==> config.mk <==
export PLATFORM = sky130hd
export DESIGN_NAME = trap_sequencer_flat
export DESIGN_NICKNAME = d
export VERILOG_FILES = /design/src/rtl/trap_sequencer_if.sv /design/src/rtl/trap_sequencer.sv /design/src/flat_wrapper.sv
export SDC_FILE = /design/constraint.sdc
export NUM_CORES = 1
export LEC_CHECK = 0
export ABC_AREA = 1
export ABC_CLOCK_PERIOD_IN_PS = 2150
export CAP_MARGIN = 30
export CELL_PAD_IN_SITES_DETAIL_PLACEMENT = 0
export CELL_PAD_IN_SITES_GLOBAL_PLACEMENT = 1
export CORE_ASPECT_RATIO = 1.75
export CORE_MARGIN = 1
export CORE_UTILIZATION = 30
export CTS_BUF_LIST = sky130_fd_sc_hd__clkbuf_4
export DETAILED_ROUTE_END_ITERATION = 8
export PLACE_DENSITY = 0.86
export RECOVER_POWER = 50
export SKIP_CTS_REPAIR_TIMING = 1
export SYNTH_ARGS = -nofsm -noshare
export SYNTH_HDL_FRONTEND = slang
export SYNTH_SLANG_ARGS = --single-unit
export TNS_END_PERCENT = 5
==> constraint.sdc <==
create_clock -name i_clk -period 2.15 [get_ports i_clk]
set_clock_uncertainty 0.2 [all_clocks]
set_input_delay 0.43 -clock i_clk [delete_from_list [all_inputs] [get_ports i_clk]]
set_output_delay 0.43 -clock i_clk [all_outputs]
set_load 0.02 [all_outputs]
==> src/rtl/trap_sequencer_if.sv <==
// Trap sequencer bus: trap request/handled handshake, CSR commit, flush and redirect signals.
// master = the sequencer itself, slave = the surrounding core (priority stage, CSR file, fetch).
interface trap_sequencer_if;
  logic        i_err_pending;
  logic [31:0] i_err_cause;
  logic        o_err_handled;
  logic [31:0] i_epc;
  logic [31:0] i_tval;
  logic [31:0] i_mtvec;
  logic        i_mret;
  logic [31:0] i_mepc;
  logic        o_flush;
  logic        i_flush_done;
  logic        o_csr_we;
  logic [31:0] o_mcause;
  logic [31:0] o_mepc;
  logic [31:0] o_mtval;
  logic        o_mret_done;
  logic        o_redirect;
  logic [31:0] o_redirect_pc;
  logic        o_busy;
  logic        o_flush_timeout;

  modport master (
    input  i_err_pending, i_err_cause, i_epc, i_tval, i_mtvec, i_mret, i_mepc, i_flush_done,
    output o_err_handled, o_flush, o_csr_we, o_mcause, o_mepc, o_mtval, o_mret_done,
           o_redirect, o_redirect_pc, o_busy, o_flush_timeout
  );

  modport slave (
    output i_err_pending, i_err_cause, i_epc, i_tval, i_mtvec, i_mret, i_mepc, i_flush_done,
    input  o_err_handled, o_flush, o_csr_we, o_mcause, o_mepc, o_mtval, o_mret_done,
           o_redirect, o_redirect_pc, o_busy, o_flush_timeout
  );
endinterface

==> src/rtl/trap_sequencer.sv <==
// Machine-mode trap sequencer: flush -> CSR commit -> trap-vector redirect, plus mret return.
// Optional macro TRAP_VECTORED_EN enables vectored interrupt targets (mtvec mode 2'b01).
module trap_sequencer #(
  parameter int FLUSH_TIMEOUT = 16
) (
  input  logic               i_clk,
  input  logic               i_rst_n,
  trap_sequencer_if.master   bus
);

  typedef enum logic [2:0] {
    S_IDLE     = 3'd0,
    S_FLUSH    = 3'd1,
    S_COMMIT   = 3'd2,
    S_REDIRECT = 3'd3,
    S_RET      = 3'd4
  } state_t;

  localparam logic [7:0] CNT_LAST = 8'(FLUSH_TIMEOUT - 1);

  state_t      state_q, state_d;
  logic [7:0]  cnt_q, cnt_d;
  logic [31:0] cause_q, cause_d;
  logic [31:0] epc_q, epc_d;
  logic [31:0] tval_q, tval_d;
  logic [31:0] ret_pc_q, ret_pc_d;
  logic [31:0] trap_pc;

`ifdef TRAP_VECTORED_EN
  function automatic logic [31:0] trap_target(input logic [31:0] mtvec,
                                              input logic        is_irq,
                                              input logic [29:0] code);
    logic [31:0] base;
    base = {mtvec[31:2], 2'b00};
    if (mtvec[1:0] == 2'b01 && is_irq)
      return base + {code, 2'b00};
    return base;
  endfunction

  assign trap_pc = trap_target(bus.i_mtvec, cause_q[31], cause_q[29:0]);
`else
  function automatic logic [31:0] trap_target(input logic [29:0] mtvec_base);
    return {mtvec_base, 2'b00};
  endfunction

  assign trap_pc = trap_target(bus.i_mtvec[31:2]);
`endif

  always_ff @(posedge i_clk or negedge i_rst_n) begin
    if (!i_rst_n) begin
      state_q  <= S_IDLE;
      cnt_q    <= '0;
      cause_q  <= '0;
      epc_q    <= '0;
      tval_q   <= '0;
      ret_pc_q <= '0;
    end else begin
      state_q  <= state_d;
      cnt_q    <= cnt_d;
      cause_q  <= cause_d;
      epc_q    <= epc_d;
      tval_q   <= tval_d;
      ret_pc_q <= ret_pc_d;
    end
  end

  always_comb begin
    state_d  = state_q;
    cnt_d    = cnt_q;
    cause_d  = cause_q;
    epc_d    = epc_q;
    tval_d   = tval_q;
    ret_pc_d = ret_pc_q;
    unique case (state_q)
      S_IDLE: begin
        // A trap beats a coincident mret: the flush would kill the mret anyway.
        if (bus.i_err_pending) begin
          state_d = S_FLUSH;
          cnt_d   = '0;
          cause_d = bus.i_err_cause;
          epc_d   = bus.i_epc;
          tval_d  = bus.i_tval;
        end else if (bus.i_mret) begin
          state_d  = S_RET;
          ret_pc_d = {bus.i_mepc[31:2], 2'b00};
        end
      end
      S_FLUSH: begin
        cnt_d = cnt_q + 8'd1;
        if (bus.i_flush_done || cnt_q == CNT_LAST)
          state_d = S_COMMIT;
      end
      S_COMMIT:   state_d = S_REDIRECT;
      S_REDIRECT: state_d = S_IDLE;
      S_RET:      state_d = S_IDLE;
      default:    state_d = S_IDLE;
    endcase
  end

  // Outputs decode registered state only; i_mtvec -> o_redirect_pc is the one combinational path.
  always_comb begin
    bus.o_flush         = 1'b0;
    bus.o_flush_timeout = 1'b0;
    bus.o_csr_we        = 1'b0;
    bus.o_err_handled   = 1'b0;
    bus.o_redirect      = 1'b0;
    bus.o_redirect_pc   = '0;
    bus.o_mret_done     = 1'b0;
    bus.o_busy          = (state_q != S_IDLE);
    bus.o_mcause        = cause_q;
    bus.o_mepc          = epc_q;
    bus.o_mtval         = tval_q;
    unique case (state_q)
      S_FLUSH: begin
        bus.o_flush         = 1'b1;
        bus.o_flush_timeout = (cnt_q == CNT_LAST);
      end
      S_COMMIT: begin
        bus.o_csr_we      = 1'b1;
        bus.o_err_handled = 1'b1;
      end
      S_REDIRECT: begin
        bus.o_redirect    = 1'b1;
        bus.o_redirect_pc = trap_pc;
      end
      S_RET: begin
        bus.o_redirect    = 1'b1;
        bus.o_redirect_pc = ret_pc_q;
        bus.o_mret_done   = 1'b1;
      end
      default: ;
    endcase
  end

endmodule

==> src/flat_wrapper.sv <==
// flat-port wrapper written by rule: the top's interface ports become plain ports
module trap_sequencer_flat 
#(
  parameter int FLUSH_TIMEOUT = 16
)
  (i_clk, i_rst_n, bus_i_err_pending, bus_i_err_cause, bus_i_epc, bus_i_tval, bus_i_mtvec, bus_i_mret, bus_i_mepc, bus_i_flush_done, bus_o_err_handled, bus_o_flush, bus_o_csr_we, bus_o_mcause, bus_o_mepc, bus_o_mtval, bus_o_mret_done, bus_o_redirect, bus_o_redirect_pc, bus_o_busy, bus_o_flush_timeout);
  trap_sequencer_if bus_i ();
  input  logic i_clk;
  input  logic i_rst_n;
  input wire logic [$bits(bus_i.i_err_pending)-1:0] bus_i_err_pending;
  input wire logic [$bits(bus_i.i_err_cause)-1:0] bus_i_err_cause;
  input wire logic [$bits(bus_i.i_epc)-1:0] bus_i_epc;
  input wire logic [$bits(bus_i.i_tval)-1:0] bus_i_tval;
  input wire logic [$bits(bus_i.i_mtvec)-1:0] bus_i_mtvec;
  input wire logic [$bits(bus_i.i_mret)-1:0] bus_i_mret;
  input wire logic [$bits(bus_i.i_mepc)-1:0] bus_i_mepc;
  input wire logic [$bits(bus_i.i_flush_done)-1:0] bus_i_flush_done;
  output wire logic [$bits(bus_i.o_err_handled)-1:0] bus_o_err_handled;
  output wire logic [$bits(bus_i.o_flush)-1:0] bus_o_flush;
  output wire logic [$bits(bus_i.o_csr_we)-1:0] bus_o_csr_we;
  output wire logic [$bits(bus_i.o_mcause)-1:0] bus_o_mcause;
  output wire logic [$bits(bus_i.o_mepc)-1:0] bus_o_mepc;
  output wire logic [$bits(bus_i.o_mtval)-1:0] bus_o_mtval;
  output wire logic [$bits(bus_i.o_mret_done)-1:0] bus_o_mret_done;
  output wire logic [$bits(bus_i.o_redirect)-1:0] bus_o_redirect;
  output wire logic [$bits(bus_i.o_redirect_pc)-1:0] bus_o_redirect_pc;
  output wire logic [$bits(bus_i.o_busy)-1:0] bus_o_busy;
  output wire logic [$bits(bus_i.o_flush_timeout)-1:0] bus_o_flush_timeout;
  assign bus_i.i_err_pending = bus_i_err_pending;
  assign bus_i.i_err_cause = bus_i_err_cause;
  assign bus_i.i_epc = bus_i_epc;
  assign bus_i.i_tval = bus_i_tval;
  assign bus_i.i_mtvec = bus_i_mtvec;
  assign bus_i.i_mret = bus_i_mret;
  assign bus_i.i_mepc = bus_i_mepc;
  assign bus_i.i_flush_done = bus_i_flush_done;
  assign bus_o_err_handled = bus_i.o_err_handled;
  assign bus_o_flush = bus_i.o_flush;
  assign bus_o_csr_we = bus_i.o_csr_we;
  assign bus_o_mcause = bus_i.o_mcause;
  assign bus_o_mepc = bus_i.o_mepc;
  assign bus_o_mtval = bus_i.o_mtval;
  assign bus_o_mret_done = bus_i.o_mret_done;
  assign bus_o_redirect = bus_i.o_redirect;
  assign bus_o_redirect_pc = bus_i.o_redirect_pc;
  assign bus_o_busy = bus_i.o_busy;
  assign bus_o_flush_timeout = bus_i.o_flush_timeout;
  trap_sequencer #(.FLUSH_TIMEOUT(FLUSH_TIMEOUT)) u_core (.i_clk(i_clk), .i_rst_n(i_rst_n), .bus(bus_i));
endmodule
==> results of run 1 <==
==> routing by layer <==
layer  vias to the layer above  track usage  share of wire
met5                         -            0        0.00062
met4                         2      0.07288          0.030
met3                        29      0.05147          0.067
met2                       217       0.3306           0.54
met1                      2622       0.1922           0.36
li1                       2809            -              -
==> cell type report <==
cell class	instances	area (sq um)
multi-input cells	507	2197
clock buffers	21	157.7
diodes	1	2.502
clock inverters	11	128.9
repair buffers	334	3242
fillers	1814	9110
inverters	46	180.2
well taps	238	297.8
flip-flops and latches	137	3430
==> kinds of logic (layout without fill, tap and decap cells) <==
family | Yosys count | count (layout) | synth area share
DFF | 137 | 137 | 0.5924
other | 1 | 3 | 0.0006480
AOI/OAI and AO/OA | 33 | 33 | 0.02854
and+or+nand+nor | 471 | 471 | 0.3133
adders and majority gates | 1 | 1 | 0.002162
buffers and inverters | 82 | 412 | 0.06292
==> power breakdown <==
| part | leakage (uW) | total [uW] | switching (uW) | internal [uW] |
|---|---|---|---|---|
| clock network | 0.000151 | 1750 | 913 | 838 |
| registers | 0.00171 | 4420 | 675 | 3740 |
| logic | 0.00361 | 6040 | 3580 | 2460 |
| total | 0.00547 | 12200 | 5170 | 7050 |
==> registers in the layout (all words and copies together), names as in the netlist <==
name                 count
u_core.ret_pc_q         30
u_core.bus.o_mcause     32
u_core.bus.o_mepc       32
u_core.cnt_q             8
u_core.state_q           3
u_core.bus.o_mtval      32
==> worst max path at each step <==
stage	startpoint	to	slack [ps]
after global placement	bus_i_mtvec[2]	bus_o_redirect_pc[2]	-310
final	u_core.state_q[0]$_DFFE_PN0P_	bus_o_redirect_pc[7]	-250
after detailed placement	bus_i_mtvec[2]	bus_o_redirect_pc[2]	-310
after global routing	u_core.state_q[0]$_DFFE_PN0P_	bus_o_redirect_pc[7]	-360
after floorplan	u_core.state_q[2]$_DFFE_PN0P_	bus_o_err_handled	210
after CTS	u_core.state_q[0]$_DFFE_PN0P_	bus_o_redirect_pc[2]	-800
==> synthesized netlist by cell type, types with 2 or more instances <==
cell type    n  area (sq um)
nand2_1    441          1655
dfrtp_1    137          3428
inv_1       45         168.9
o21ai_0     32         160.2
buf_2       24         120.1
nor2_1      11         41.29
nand3_1      9         45.04
buf_4        7         52.55
clkbuf_1     5         18.77
nand4_1      3         18.77
nor2_2       2         12.51
==> worst register-to-register path: stages (launching register included) <==
cell and delay [ps]:
dfrtp_1 440, buf_4 160, buf_4 150, nor2_4 120, buf_4 140, nand3_4 90
inv_1 190, buf_12 230, nand2_1 150, nand2_1 80
==> placed cells by master (no fill, tap or decap), drive strengths merged <==
cell and n:
nor2 14, inv 46, clkdlybuf4s50 159, diode 1, clkinvlp 2, dlygate4sd3 1
clkbuf 74, nand3 10, bufinv 3, o21ai 32, conb 2, a21oi 1
nand2 441, buf 69, ha 1, dfrtp 137, clkinv 6, nand4 3
nand3b 1, or2 1, dlymetal6s2s 52, nor3 1
==> through the flow <==
| step | hold slack (ps) | total power [uW] | TNS (ps) |
|---|---|---|---|
| floorplan | -65.59 | 7473 | 0 |
| global placement | 174.1 | 10700 | -5283 |
| detailed placement | 171.8 | 10800 | -5552 |
| CTS | -454.1 | 12620 | -32010 |
| global route | 163.8 | 13060 | -13480 |
| finish | 220.7 | 12210 | -7065 |
==> summary.txt, run 1 <==
status = finished with violations
failing checks = setup timing
Arr. time, crit path = 1770 ps
CP Launch Type = flip-flop
Fmax = 0.4170 GHz
CTS tree = yes
Crit path largest cell delay = 450 ps
Initial DRC Count = 270
Mapped Area = 5787 sq um
TritonRoute pass-1 iters = 4
Slew HR = 0.3517
WL final = 19,480 microns
Seq/Total Area, Yosys = 0.5924
Final nets = 1,209
total grt overflow = 0
CTS HTree Levels = 4
# setup viols final = 37
worst vdd ir = 0.5892 mV
synth warn = 0
Top-Level Pins = 300
vias in the first global route = 5,259
Tightest Pin Transition = 972.5 ps
Initial Util = 0.3087
Clock Pin Slew Worst Setup and Hold Paths = 120 ps
dpl cell area = 9209 sq um
area delta synth->final = 66.51%
floorplan row count = 66
Non-Filler Instances = 1,295
Vias = 5,679
ys flop type = dfrtp_1
detailed-route DRC error count = 0
initial antenna violation count = 2
global-route wire length before repair = 27,220 microns
Fin. Hold Viols = 0
part of the cycle the worst path needs = 1.115
R2R setup slack = 150 ps
pin count of the biggest net entering global routing = 58
worst hold path type = in -> reg
hold-critical path depth = 3
Critical Path Sink Type = output port
dpl ws = -309.7 ps
total CTS buffers = 17
chip height = 185.7 microns
Post-synth EDFFs = 0
Final Cell Area = 9635 sq um
FF-to-FF End = u_core.bus.o_mepc[1]$_DFFE_PN0P_
synth unique cells = 20
max cap viols = 0
max-slew violations = 0
DP HPWL = 13,140 microns
wire per inst = 15.04 microns
Crit-path slowest cell = dfrtp_1
Top delay family on crit path = buffers and inverters
CTS Buffer Depth = 2
Hold EP = u_core.bus.o_mepc[9]$_DFFE_PN0P_
critical path class = reg -> out
clk_lat worst skew = 510 ps
ANT nets after route = 0
Synth Instances = 725
mean post-synth cell area = 7.982 sq um
layout cells sized above 1 = 0.1468
CP max FO = 7
required time of the critical path = 1520 ps
worst r2r src = u_core.state_q[2]$_DFFE_PN0P_
fin util = 0.5140
CP Buf/Inv Count = 4
Static Leak = 0.005472 uW
Post-synth ARST share = 1.000
die width = 107.0 microns
Crit path depth = 7
flops & latches, synth = 137
gpl congestion = 0.7561
clk sink count = 137
Hold Crit Start = bus_i_epc[9]
Worst Setup Slack, final = -247.8 ps
R2R depth = 9
DP Cell Count = 1,252
Via density = 4.385
PortBufs = 293
crit path time final = 2398 ps
Clock Root Buffer = clkbuf_4
PD cells = 1267 nW/um^2
core box area = 18,750 sq um
RSZ-0062 raised after global routing = true
Total GRT Usage = 0.1806
Total Die Area = 19,870 sq um
critical-path cell list = inv_2 -> nand3_4 -> inv_8 -> buf_8 -> nand2_1 -> o21ai_0 -> buf_4
(Power assumes the default switching activity.)
==> run 2, diff against run 1 <==
- CORE_ASPECT_RATIO: 1.75 -> default
- CORE_UTILIZATION: 30 -> 44
- DONT_BUFFER_PORTS: default -> 1
- PLACE_DENSITY: 0.86 -> 0.78
==> summary.txt, run 2 (synthesis gave the netlist of run 1 again) <==
TritonRoute pass-1 iters = 5 (was 4)
initial antenna violation count = 0 (was 2)
CTS tree = yes (unchanged)
worst hold path type = in -> async (was in -> reg)
RSZ-0062 raised after global routing = true (unchanged)
clk_lat worst skew = 510 ps (about the same)
Top-Level Pins = 300 (unchanged)
Critical Path Sink Type = output port (unchanged)
detailed-route DRC error count = 0 (unchanged)
share of power burned in registers = 0.522 (was 0.362)
Initial DRC Count = 329 (was 270)
global-route wire length before repair = 20,670 microns (was 27,220 microns)
CP Launch Type = flip-flop (unchanged)
Total GRT Usage = 0.2019 (was 0.1806)
worst r2r src = u_core.state_q[0]$_DFFE_PN0P_ (was u_core.state_q[2]$_DFFE_PN0P_)
crit path time final = 2396 ps (was 2398 ps)
fin util = 0.6555 (was 0.5140)
chip height = 116.7 microns (was 185.7 microns)
max-slew violations = 0 (unchanged)
R2R depth = 8 (was 9)
part of the cycle the worst path needs = 1.114 (was 1.115)
Final Cell Area = 8339 sq um (was 9635 sq um)
status = finished with violations (unchanged)
die width = 116.7 microns (was 107.0 microns)
# setup viols final = 34 (was 37)
CTS HTree Levels = 4 (unchanged)
gpl congestion = 0.7683 (was 0.7561)
critical path launch point = u_core.state_q[1]$_DFFE_PN0P_ (was u_core.state_q[0]$_DFFE_PN0P_)
total grt overflow = 0 (unchanged)
worst vdd ir = 0.7185 mV (was 0.5892 mV)
wire per inst = 15.71 microns (was 15.04 microns)
floorplan row count = 41 (was 66)
R2R setup slack = 200 ps (was 150 ps)
dpl cell area = 6197 sq um (was 9209 sq um)
CTS Buffer Depth = 2 (unchanged)
dpl ws = 181.1 ps (was -309.7 ps)
Switching Fraction = 0.4549 (was 0.4231)
ANT nets after route = 0 (unchanged)
vias in the first global route = 4,209 (was 5,259)
clock power share = 0.170 (was 0.143)
DP HPWL = 9685 microns (was 13,140 microns)
DP Cell Count = 907 (was 1,252)
Int Pwr = 6024 uW (was 7046 uW)
WL final = 17,030 microns (was 19,480 microns)
Via density = 4.941 (was 4.385)
Vias = 5,356 (was 5,679)
Final nets = 1,064 (was 1,209)
Clock Pin Slew Worst Setup and Hold Paths = 120 ps (about the same)
Clock Root Buffer = clkbuf_4 (unchanged)
Total Die Area = 13,610 sq um (was 19,870 sq um)
hold slack = -604.8 ps (was 220.7 ps)
core box area = 12,720 sq um (was 18,750 sq um)
Initial Util = 0.4549 (was 0.3087)
CP max FO = 7 (unchanged)
Arr. time, crit path = 1770 ps (about the same)
clk sink count = 137 (unchanged)
Fillers = 989 (was 1,814)
combinational share of power = 0.308 (was 0.495)
layout cells sized above 1 = 0.1679 (was 0.1468)
commonest cells after routing, fill and taps aside = nand2_1, dfrtp_1, dlygate4sd3_1 (was nand2_1, clkdlybuf4s50_1, dfrtp_1)
Fmax = 0.4174 GHz (was 0.4170 GHz)
failing checks = hold timing, setup timing (was setup timing)
area delta synth->final = 44.11% (was 66.51%)
P_sw = 5028 uW (was 5167 uW)
PD cells = 1325 nW/um^2 (was 1267 nW/um^2)
Non-Filler Instances = 1,084 (was 1,295)
total CTS buffers = 17 (unchanged)
pin count of the biggest net entering global routing = 138 (was 58)
PortBufs = 0 (was 293)
commonest non-fill, non-tap cell in the layout = nand2_1 (unchanged)
max cap viols = 0 (unchanged)
required time of the critical path = 1520 ps (about the same)
critical path class = reg -> out (unchanged)
Worst Setup Slack, final = -246.0 ps (was -247.8 ps)
FF-to-FF End = u_core.bus.o_mepc[1]$_DFFE_PN0P_ (unchanged)
Static Leak = 0.004431 uW (was 0.005472 uW)
Fin. Hold Viols = 137 (was 0)
-- run 2: cell type report --
class	instances	area, sq um	share of cell area
flip-flops and latches	137	3431	0.4114
multi-input cells	507	2217	0.2659
repair buffers	189	1969	0.2362
well taps	172	215.2	0.02581
clock inverters	14	188.9	0.02266
inverters	46	180.2	0.02161
clock buffers	18	135.1	0.01620
diodes	1	2.502	0.0003001
-- run 2: layer usage --
layer / track usage / wire length (microns) / vias to the layer above
met3: 0.09081 / 1405 / 17
met1: 0.2228 / 6340 / 2552
li1: - / - / 2523
met5: 0 / 0 / -
met2: 0.3487 / 9025 / 264
met4: 0.06245 / 261 / 0
-- run 2: power groups by stage --
| stage | Sequential [uW] | Clock, uW | Combinational (uW) |
|---|---|---|---|
| after CTS | 5700 | 1930 | 2670 |
| after global routing | 5890 | 2050 | 3830 |
| after detailed placement | 5720 | 0 | 2690 |
| after floorplan | 5420 | 0 | 2050 |
| after global placement | 5730 | 0 | 2560 |
| final | 5770 | 1880 | 3410 |
-- run 2: critical path, cell delays in order, from the launching register on --
cell and delay (ps):
dfrtp_1 450, inv_2 100, nand3_4 100, inv_8 110, buf_8 140, nand2_1 60, o21ai_1 110, buf_4 180
-- run 2: worst max-delay path by stage --
stage | end | slack [ps] | cells after the start
6_report | bus_o_redirect_pc[3] | -250 | 7
5_1_grt | bus_o_redirect_pc[3] | -380 | 7
4_1_cts | bus_o_redirect_pc[21] | -440 | 7
3_5_place_dp | bus_o_redirect_pc[21] | 180 | 7
3_3_place_gp | bus_o_redirect_pc[21] | 240 | 7
2_1_floorplan | bus_o_err_handled | 210 | 2
-- run 2: through the flow --
| step | total power, uW | hold WS, ps | setup TNS [ps] |
|---|---|---|---|
| 6_report | 11050 | -604.8 | -5780 |
| 3_5_place_dp | 8406 | -62.55 | 0 |
| 3_3_place_gp | 8286 | -62.38 | 0 |
| 4_1_cts | 10310 | -668.7 | -10780 |
| 5_1_grt | 11780 | -701.0 | -10460 |
| 2_1_floorplan | 7473 | -65.59 | 0 |
